==> config.mk <==
export PLATFORM = sky130hd
export DESIGN_NAME = sd_data_xfer_ctrl_flat
export DESIGN_NICKNAME = d
export VERILOG_FILES = /design/src/rtl/sd_data_xfer_ctrl_pkg.sv /design/src/rtl/sd_data_xfer_ctrl_if.sv /design/src/rtl/sd_data_xfer_ctrl.sv /design/src/flat_wrapper.sv
export SDC_FILE = /design/constraint.sdc
export NUM_CORES = 1
export LEC_CHECK = 0
export BUFFER_PORTS_ARGS = -buffer_cell sky130_fd_sc_hd__buf_2
export CAP_MARGIN = 20
export CORE_ASPECT_RATIO = 0.7
export CORE_MARGIN = 1
export CORE_UTILIZATION = 40
export CTS_CLUSTER_SIZE = 12
export DETAILED_ROUTE_END_ITERATION = 10
export PLACE_DENSITY = 0.75
export SLEW_MARGIN = 40
export SYNTH_ARGS = -nofsm -noshare
export SYNTH_HDL_FRONTEND = slang
export SYNTH_SLANG_ARGS = --single-unit
==> constraint.sdc <==
create_clock -name sd_clk -period 5.95 [get_ports sd_clk]
set_clock_uncertainty 0.2 [all_clocks]
set_input_delay 1.19 -clock sd_clk [delete_from_list [all_inputs] [get_ports sd_clk]]
set_output_delay 1.19 -clock sd_clk [all_outputs]
set_load 0.02 [all_outputs]
==> src/rtl/sd_data_xfer_ctrl_pkg.sv <==
`default_nettype none
// ============================================================================
//  Module   : sd_data_xfer_ctrl_pkg
//  Purpose  : Shared definitions for the SD data-path transfer sequencer and
//             the serial data host: block-size width, host start-command
//             encodings, the good write CRC status token and a lane-mask
//             helper.
//  Revision : 1.0  initial release
// ============================================================================
package sd_data_xfer_ctrl_pkg;

    // Width of the block-size field in bytes.
    localparam int BLKSIZE_W = 12;

    // Command presented to the serial host on its start input.
    typedef logic [1:0] xfer_start_t;

    localparam xfer_start_t XFER_START_IDLE  = 2'b00;
    localparam xfer_start_t XFER_START_WRITE = 2'b01;
    localparam xfer_start_t XFER_START_READ  = 2'b10;
    localparam xfer_start_t XFER_START_ABORT = 2'b11;

    // CRC status token bits [3:1] returned by the card after a good write.
    localparam logic [2:0] WTOKEN_OK = 3'b010;

    // Data lanes whose CRC result matters for the current bus width.
    function automatic logic [3:0] lane_mask(input logic bus_4bit);
        return bus_4bit ? 4'hF : 4'h1;
    endfunction

endpackage : sd_data_xfer_ctrl_pkg
`default_nettype wire

==> src/rtl/sd_data_xfer_ctrl_if.sv <==
`default_nettype none
// ============================================================================
//  Module   : sd_data_xfer_ctrl_if
//  Purpose  : Handshake bundle between the transfer sequencer and the serial
//             data host.
//  Signals  : host_start   sequencer -> host  start command (idle/wr/rd/abort)
//             host_finish  host -> sequencer  block finished (level)
//             host_crc_s   host -> sequencer  write CRC status token
//             host_lane_ok host -> sequencer  per-lane read CRC result
//             host_wait    host -> sequencer  cycles waited for read start bit
//  Modports : master = sequencer side, slave = host side
//  Revision : 1.0  initial release
// ============================================================================
interface sd_data_xfer_ctrl_if;
    import sd_data_xfer_ctrl_pkg::*;

    xfer_start_t host_start;
    logic        host_finish;
    logic [4:0]  host_crc_s;
    logic [3:0]  host_lane_ok;
    logic [31:0] host_wait;

    modport master (
        output host_start,
        input  host_finish,
        input  host_crc_s,
        input  host_lane_ok,
        input  host_wait
    );

    modport slave (
        input  host_start,
        output host_finish,
        output host_crc_s,
        output host_lane_ok,
        output host_wait
    );

endinterface : sd_data_xfer_ctrl_if
`default_nettype wire

==> src/rtl/sd_data_xfer_ctrl.sv <==
`default_nettype none
// ============================================================================
//  Module   : sd_data_xfer_ctrl
//  Purpose  : Multi-block transfer sequencer in front of the serial data host.
//             Accepts a block-count request, gates every block on FIFO level,
//             drives the host start handshake, checks per-block CRC status /
//             lane CRC / read timeout and reports progress and sticky errors.
//  Ports    : sd_clk, rst          clock, asynchronous active-high reset
//             xfer_req/dir/blkcnt  request pulse, direction, block count
//             xfer_abort           level abort
//             blksize, bus_4bit    block size (bytes), 4-bit bus select
//             tx_level, rx_free    Tx FIFO fill / Rx FIFO free (32-bit words)
//             timeout              read start-bit timeout
//             host                 handshake bundle to the serial host
//             xfer_busy/done       transfer in progress / end-of-transfer pulse
//             blocks_done          good blocks in current transfer
//             err_wcrc/rcrc/tmo/abort  sticky error flags
//  Revision : 1.0  initial release
// ============================================================================
module sd_data_xfer_ctrl
    import sd_data_xfer_ctrl_pkg::*;
#(
    parameter int BLKCNT_W = 16,
    parameter int LEVEL_W  = 10
) (
    input  logic                 sd_clk,
    input  logic                 rst,

    input  logic                 xfer_req,
    input  logic                 xfer_dir,
    input  logic [BLKCNT_W-1:0]  xfer_blkcnt,
    input  logic                 xfer_abort,
    input  logic [BLKSIZE_W-1:0] blksize,
    input  logic                 bus_4bit,
    input  logic [LEVEL_W-1:0]   tx_level,
    input  logic [LEVEL_W-1:0]   rx_free,
    input  logic [31:0]          timeout,

    sd_data_xfer_ctrl_if.master  host,

    output logic                 xfer_busy,
    output logic                 xfer_done,
    output logic [BLKCNT_W-1:0]  blocks_done,
    output logic                 err_wcrc,
    output logic                 err_rcrc,
    output logic                 err_tmo,
    output logic                 err_abort
);

    // One-hot state encoding.
    typedef enum logic [6:0] {
        S_IDLE      = 7'b000_0001,
        S_WAIT_FIFO = 7'b000_0010,
        S_RUN       = 7'b000_0100,
        S_RELEASE   = 7'b000_1000,
        S_CHECK     = 7'b001_0000,
        S_ABORT     = 7'b010_0000,
        S_DONE      = 7'b100_0000
    } state_t;

    // Common width for comparing a FIFO level against words-per-block.
    localparam int c_cmp_w = (LEVEL_W > (BLKSIZE_W - 2)) ? LEVEL_W : (BLKSIZE_W - 2);

    state_t                r_state;
    xfer_start_t           r_host_start;
    logic                  r_dir;
    logic [BLKCNT_W-1:0]   r_blkcnt;
    logic [BLKCNT_W-1:0]   r_blocks_done;
    logic                  r_xfer_busy;
    logic                  r_xfer_done;
    logic                  r_err_wcrc;
    logic                  r_err_rcrc;
    logic                  r_err_tmo;
    logic                  r_err_abort;
    logic [2:0]            r_wtoken;       // crc_s[3:1] captured at block finish
    logic [3:0]            r_lane_ok;
    logic [31:0]           r_wait;
    logic                  r_abort_cnt;    // counts the two abort-command cycles

    logic [c_cmp_w-1:0]    w_words;
    logic [c_cmp_w-1:0]    w_level;
    logic                  w_fifo_ok;
    logic                  w_abort_hit;
    logic [3:0]            w_mask;
    logic                  w_wcrc_bad;
    logic                  w_tmo;
    logic                  w_rcrc_bad;
    logic                  w_last;
    logic                  w_unused_bits;

    // Block size is a whole number of 32-bit words; the byte offset bits
    // and the framing bits of the CRC status token carry no information.
    assign w_words       = c_cmp_w'(blksize[BLKSIZE_W-1:2]);
    assign w_level       = r_dir ? c_cmp_w'(rx_free) : c_cmp_w'(tx_level);
    assign w_fifo_ok     = (w_level >= w_words);
    assign w_unused_bits = ^{blksize[1:0], host.host_crc_s[4], host.host_crc_s[0]};

    // Abort wins over every in-flight state, including a block that finishes
    // in the same cycle. ABORT and DONE are already on their way out.
    assign w_abort_hit = xfer_abort &&
                         ((r_state == S_WAIT_FIFO) || (r_state == S_RUN) ||
                          (r_state == S_RELEASE)   || (r_state == S_CHECK));

    // Block verdict, evaluated from the snapshot taken when the host finished.
    // For reads a timeout masks any lane result: no data was received.
    assign w_mask     = lane_mask(bus_4bit);
    assign w_wcrc_bad = !r_dir && (r_wtoken != WTOKEN_OK);
    assign w_tmo      =  r_dir && (r_wait >= timeout);
    assign w_rcrc_bad =  r_dir && !w_tmo && ((r_lane_ok & w_mask) != w_mask);

    // blkcnt is never zero once latched, so this cannot underflow.
    assign w_last = (r_blocks_done == (r_blkcnt - BLKCNT_W'(1)));

    always_ff @(posedge sd_clk or posedge rst) begin
        if (rst) begin
            r_state       <= S_IDLE;
            r_host_start  <= XFER_START_IDLE;
            r_dir         <= 1'b0;
            r_blkcnt      <= '0;
            r_blocks_done <= '0;
            r_xfer_busy   <= 1'b0;
            r_xfer_done   <= 1'b0;
            r_err_wcrc    <= 1'b0;
            r_err_rcrc    <= 1'b0;
            r_err_tmo     <= 1'b0;
            r_err_abort   <= 1'b0;
            r_wtoken      <= '0;
            r_lane_ok     <= '0;
            r_wait        <= '0;
            r_abort_cnt   <= 1'b0;
        end else begin
            r_xfer_done <= 1'b0;

            if (w_abort_hit) begin
                r_host_start <= XFER_START_ABORT;
                r_abort_cnt  <= 1'b0;
                r_state      <= S_ABORT;
            end else begin
                case (r_state)
                    S_IDLE: begin
                        if (xfer_req) begin
                            r_dir         <= xfer_dir;
                            r_blkcnt      <= (xfer_blkcnt == '0) ? BLKCNT_W'(1) : xfer_blkcnt;
                            r_blocks_done <= '0;
                            r_err_wcrc    <= 1'b0;
                            r_err_rcrc    <= 1'b0;
                            r_err_tmo     <= 1'b0;
                            r_err_abort   <= 1'b0;
                            r_xfer_busy   <= 1'b1;
                            r_state       <= S_WAIT_FIFO;
                        end
                    end

                    // A whole block must fit before the host is started: the
                    // host cannot pause mid-block on the SD bus.
                    S_WAIT_FIFO: begin
                        if (w_fifo_ok) begin
                            r_host_start <= r_dir ? XFER_START_READ : XFER_START_WRITE;
                            r_state      <= S_RUN;
                        end
                    end

                    S_RUN: begin
                        if (host.host_finish) begin
                            r_wtoken     <= host.host_crc_s[3:1];
                            r_lane_ok    <= host.host_lane_ok;
                            r_wait       <= host.host_wait;
                            r_host_start <= XFER_START_IDLE;
                            r_state      <= S_RELEASE;
                        end
                    end

                    // Host drops finish only once it has returned to idle and
                    // can accept the next start.
                    S_RELEASE: begin
                        if (!host.host_finish) begin
                            r_state <= S_CHECK;
                        end
                    end

                    S_CHECK: begin
                        if (w_wcrc_bad) begin
                            r_err_wcrc <= 1'b1;
                            r_state    <= S_DONE;
                        end else if (w_tmo) begin
                            r_err_tmo <= 1'b1;
                            r_state   <= S_DONE;
                        end else if (w_rcrc_bad) begin
                            r_err_rcrc <= 1'b1;
                            r_state    <= S_DONE;
                        end else begin
                            r_blocks_done <= r_blocks_done + BLKCNT_W'(1);
                            r_state       <= w_last ? S_DONE : S_WAIT_FIFO;
                        end
                    end

                    // Abort command is held for two cycles so the host sees it
                    // regardless of which of its own states it is in.
                    S_ABORT: begin
                        if (!r_abort_cnt) begin
                            r_abort_cnt <= 1'b1;
                        end else begin
                            r_host_start <= XFER_START_IDLE;
                            r_err_abort  <= 1'b1;
                            r_state      <= S_DONE;
                        end
                    end

                    S_DONE: begin
                        r_xfer_done <= 1'b1;
                        r_xfer_busy <= 1'b0;
                        r_state     <= S_IDLE;
                    end

                    default: begin
                        r_host_start <= XFER_START_IDLE;
                        r_xfer_busy  <= 1'b0;
                        r_state      <= S_IDLE;
                    end
                endcase
            end
        end
    end

    assign host.host_start = r_host_start;
    assign xfer_busy       = r_xfer_busy;
    assign xfer_done       = r_xfer_done;
    assign blocks_done     = r_blocks_done;
    assign err_wcrc        = r_err_wcrc;
    assign err_rcrc        = r_err_rcrc;
    assign err_tmo         = r_err_tmo;
    assign err_abort       = r_err_abort;

endmodule : sd_data_xfer_ctrl
`default_nettype wire

==> src/flat_wrapper.sv <==
// flat-port wrapper written by rule: the top's interface ports become plain ports
module sd_data_xfer_ctrl_flat import sd_data_xfer_ctrl_pkg::*;
#(
    parameter int BLKCNT_W = 16,
    parameter int LEVEL_W  = 10
)
  (sd_clk, rst, xfer_req, xfer_dir, xfer_blkcnt, xfer_abort, blksize, bus_4bit, tx_level, rx_free, timeout, xfer_busy, xfer_done, blocks_done, err_wcrc, err_rcrc, err_tmo, err_abort, host_host_start, host_host_finish, host_host_crc_s, host_host_lane_ok, host_host_wait);
  sd_data_xfer_ctrl_if host_i ();
  input  logic sd_clk;
  input  logic rst;
  input  logic xfer_req;
  input  logic xfer_dir;
  input  logic [BLKCNT_W-1:0] xfer_blkcnt;
  input  logic xfer_abort;
  input  logic [BLKSIZE_W-1:0] blksize;
  input  logic bus_4bit;
  input  logic [LEVEL_W-1:0] tx_level;
  input  logic [LEVEL_W-1:0] rx_free;
  input  logic [31:0] timeout;
  output logic xfer_busy;
  output logic xfer_done;
  output logic [BLKCNT_W-1:0] blocks_done;
  output logic err_wcrc;
  output logic err_rcrc;
  output logic err_tmo;
  output logic err_abort;
  output wire logic [$bits(host_i.host_start)-1:0] host_host_start;
  input wire logic [$bits(host_i.host_finish)-1:0] host_host_finish;
  input wire logic [$bits(host_i.host_crc_s)-1:0] host_host_crc_s;
  input wire logic [$bits(host_i.host_lane_ok)-1:0] host_host_lane_ok;
  input wire logic [$bits(host_i.host_wait)-1:0] host_host_wait;
  assign host_host_start = host_i.host_start;
  assign host_i.host_finish = host_host_finish;
  assign host_i.host_crc_s = host_host_crc_s;
  assign host_i.host_lane_ok = host_host_lane_ok;
  assign host_i.host_wait = host_host_wait;
  sd_data_xfer_ctrl #(.BLKCNT_W(BLKCNT_W), .LEVEL_W(LEVEL_W)) u_core (.sd_clk(sd_clk), .rst(rst), .xfer_req(xfer_req), .xfer_dir(xfer_dir), .xfer_blkcnt(xfer_blkcnt), .xfer_abort(xfer_abort), .blksize(blksize), .bus_4bit(bus_4bit), .tx_level(tx_level), .rx_free(rx_free), .timeout(timeout), .host(host_i), .xfer_busy(xfer_busy), .xfer_done(xfer_done), .blocks_done(blocks_done), .err_wcrc(err_wcrc), .err_rcrc(err_rcrc), .err_tmo(err_tmo), .err_abort(err_abort));
endmodule
==> results.json <==
{
  "cp.required_ps": 6000,
  "nets": 907,
  "io_pins": 152,
  "hold_slack_ps": 280,
  "final_common_cell": "buf_2",
  "power_mw": 2.63,
  "yosysWarnings": 0,
  "vias": 4844,
  "n_antenna_cell": 0,
  "async_flop_share_pct": 100,
  "clock_sink_count": 88,
  "cts_hold_buf": 0,
  "fmax_ghz": 0.261,
  "vias_per_cell": 5.24,
  "cts_resized": 0,
  "leakage_nw": 3.47,
  "gp_congestion": 0.853,
  "synth_edf_count": 0,
  "ys.flop_type": "dfrtp_1",
  "route.detailed.drc": 0,
  "rows": 35,
  "ant_nets": 0,
  "synthToLayoutAreaGrowth_pct": 22.5,
  "status": "finished, final reports clean",
  "htreeDepth": 3,
  "nFillCells": 1294,
  "utilization_pct": 51.2,
  "ys_seq_area_share_pct": 39.3,
  "final_cell_mix": "147 x buf_2, 87 x dfrtp_1, 78 x nand2_1",
  "grt_max_degree": 53,
  "clock-root-buffer": "clkbuf_16",
  "port-buffer-count": 147,
  "grt_pass1_vias": 4673,
  "worst_pin_slew_ps": 824,
  "synthCells": 593,
  "preCtsSetupSlack_ps": 1830,
  "period_needed_ps": 3840,
  "cts_buffers": 9,
  "path_max_fanout": 20,
  "clockBufferDepth": 2,
  "max_cap_viol_count": 0,
  "path_clk_slew_ps": 60,
  "ys_ff_latch": 88,
  "drv_slew": 0,
  "die_width_um": 143,
  "setup_viol": 0,
  "startpoint_type": "primary input",
  "rsz0062_at_grt": "no",
  "die_h_um": 101,
  "netlist_area_um2": 5600,
  "synth.distinct_cells": 61,
  "drive_gt1_share_pct": 30.3,
  "wire_per_inst_um": 14.8,
  "worstPathArrival_ps": 3890,
  "max_slew_margin_pct": 44.3,
  "coreArea_um2": 13400,
  "syn_nets": 765,
  "cts_setup_buffers": 0,
  "finalCritPeriodShare_pct": 64.5,
  "tns_ps": 0,
  "initial_core_util_pct": 41.8,
  "drt_iter0_markers": 251,
  "cts_tree": "done",
  "hold_viol_final": 0,
  "grt_util_all_layers_pct": 20.3,
  "clk_latency_ps": 330,
  "dieArea_um2": 14500,
  "hpwl_um": 10300,
  "vdd_drop_max_uv": 151,
  "first_pass_iters": 4,
  "grt_pass1_wl_um": 23100,
  "powerDensity_nw_per_um2": 383,
  "hp-class": "flop to flop",
  "critPathKind": "primary input to flop",
  "end_kind": "flop",
  "grt-ovfl-total": 0,
  "antenna_found_initial": 2,
  "finalWirelength_um": 13700,
  "final.setup.worst_slack_ps": 2110,
  "synth.avg_cell_area_um2": 9.45
}
[power breakdown]
part | switching [mW] | internal [mW] | leakage (nW)
combinational | 0.553 | 0.475 | 2.15
sequential | 0.166 | 0.790 | 1.16
clock | 0.235 | 0.410 | 0.166
total | 0.954 | 1.67 | 3.47
[cell families after synthesis]
| family | share of synthesized area (%) |
|---|---|
| simple gates | 19.5 |
| compound gates | 12.6 |
| flops | 39.3 |
| buf+inv | 5.00 |
| mux | 10.2 |
| fa+ha+maj | 9.83 |
| xor+xnor | 3.60 |
[final timing paths]
path / cells past startpoint / to / startpoint / slack, ps
worst min-delay path: 2 / u_core.err_abort / u_core.err_abort / 280
max in group asynchronous: 3 / u_core.r_state[1] / rst / 3720
worst min register to register: 2 / u_core.err_abort / u_core.err_abort / 280
worst max register to register: 9 / u_core.r_state[1] / u_core.r_blkcnt[0] / 2540
min in group asynchronous: 2 / u_core.r_wait[4] / rst / 720
worst max-delay path: 10 / u_core.blocks_done[7] / timeout[30] / 2110
[area by class of cell]
type                            instances  area [µm²]  share of cell area, %
Clock buffer                           10         229                   3.34
Clock inverter                          6         109                   1.59
Inverter                               51         193                   2.81
Multi-Input combinational cell        434        3130                   45.6
Sequential cell                        88        2200                   32.1
Tap cell                              185         231                   3.37
Timing Repair Buffer                  151         766                   11.2
[synthesized netlist by cell type (all sizes together) (3+ instances only)]
master  number  area [µm²]
nor2b        7        43.8
o21ai       27         135
or2          3        18.8
nand2       78         293
o21a         6        45.0
mux2        48         541
o31ai        6        45.0
xor2         7        61.3
a21oi       34         170
nor3         8        51.3
and3         7        43.8
nor3b        3        22.5
ha          44         551
a211oi       5        37.5
clkbuf      13        48.8
nor4         6        37.5
a31oi        5        31.3
buf          7        40.0
mux2i        3        30.0
nand4b       3        41.3
nor4b        6        52.6
o211ai       3        22.5
a221oi       3        26.3
or3          9        56.3
inv         51         191
nor2        21        78.8
o311ai       3        26.3
nand3       18        90.1
nand2b       5        31.3
xnor2       16         140
dfrtp       87        2180
and2         3        18.8
or4          9        67.6
nand4       13        81.3
[worst max-delay path, stage by stage]
cell and delay [ps]:
buf_2 70, inv_1 30, ha_1 310, a21oi_1 150, nand2_1 70, a221oi_1 310
o21ai_0 280, o41a_1 710, or4_1 580, a21oi_1 170
[metrics by stage]
step                area, µm²  std cells
floorplan                5600        593
global placement         6520        909
detailed placement       6520        909
CTS                      6860        925
global route             6860        925
finish                   6860        925
[sequential cells by signal, indices dropped and copies added (netlist names), 2 cells and up]
| name | flops |
|---|---|
| u_core.r_wait | 32 |
| u_core.host.host_start | 2 |
| u_core.r_blkcnt | 16 |
| u_core.r_lane_ok | 4 |
| u_core.blocks_done | 16 |
| u_core.r_state | 7 |
| u_core.r_wtoken | 3 |
[layer usage]
metal / up-vias / share of wire (%) / track usage [%]
li1: 2424 / - / -
met1: 2281 / 48 / 27.8
met2: 127 / 44 / 31.0
met3: 10 / 7.7 / 6.41
met4: 2 / 0.77 / 4.83
met5: - / 0.080 / 0
(Power assumes the default switching activity.)
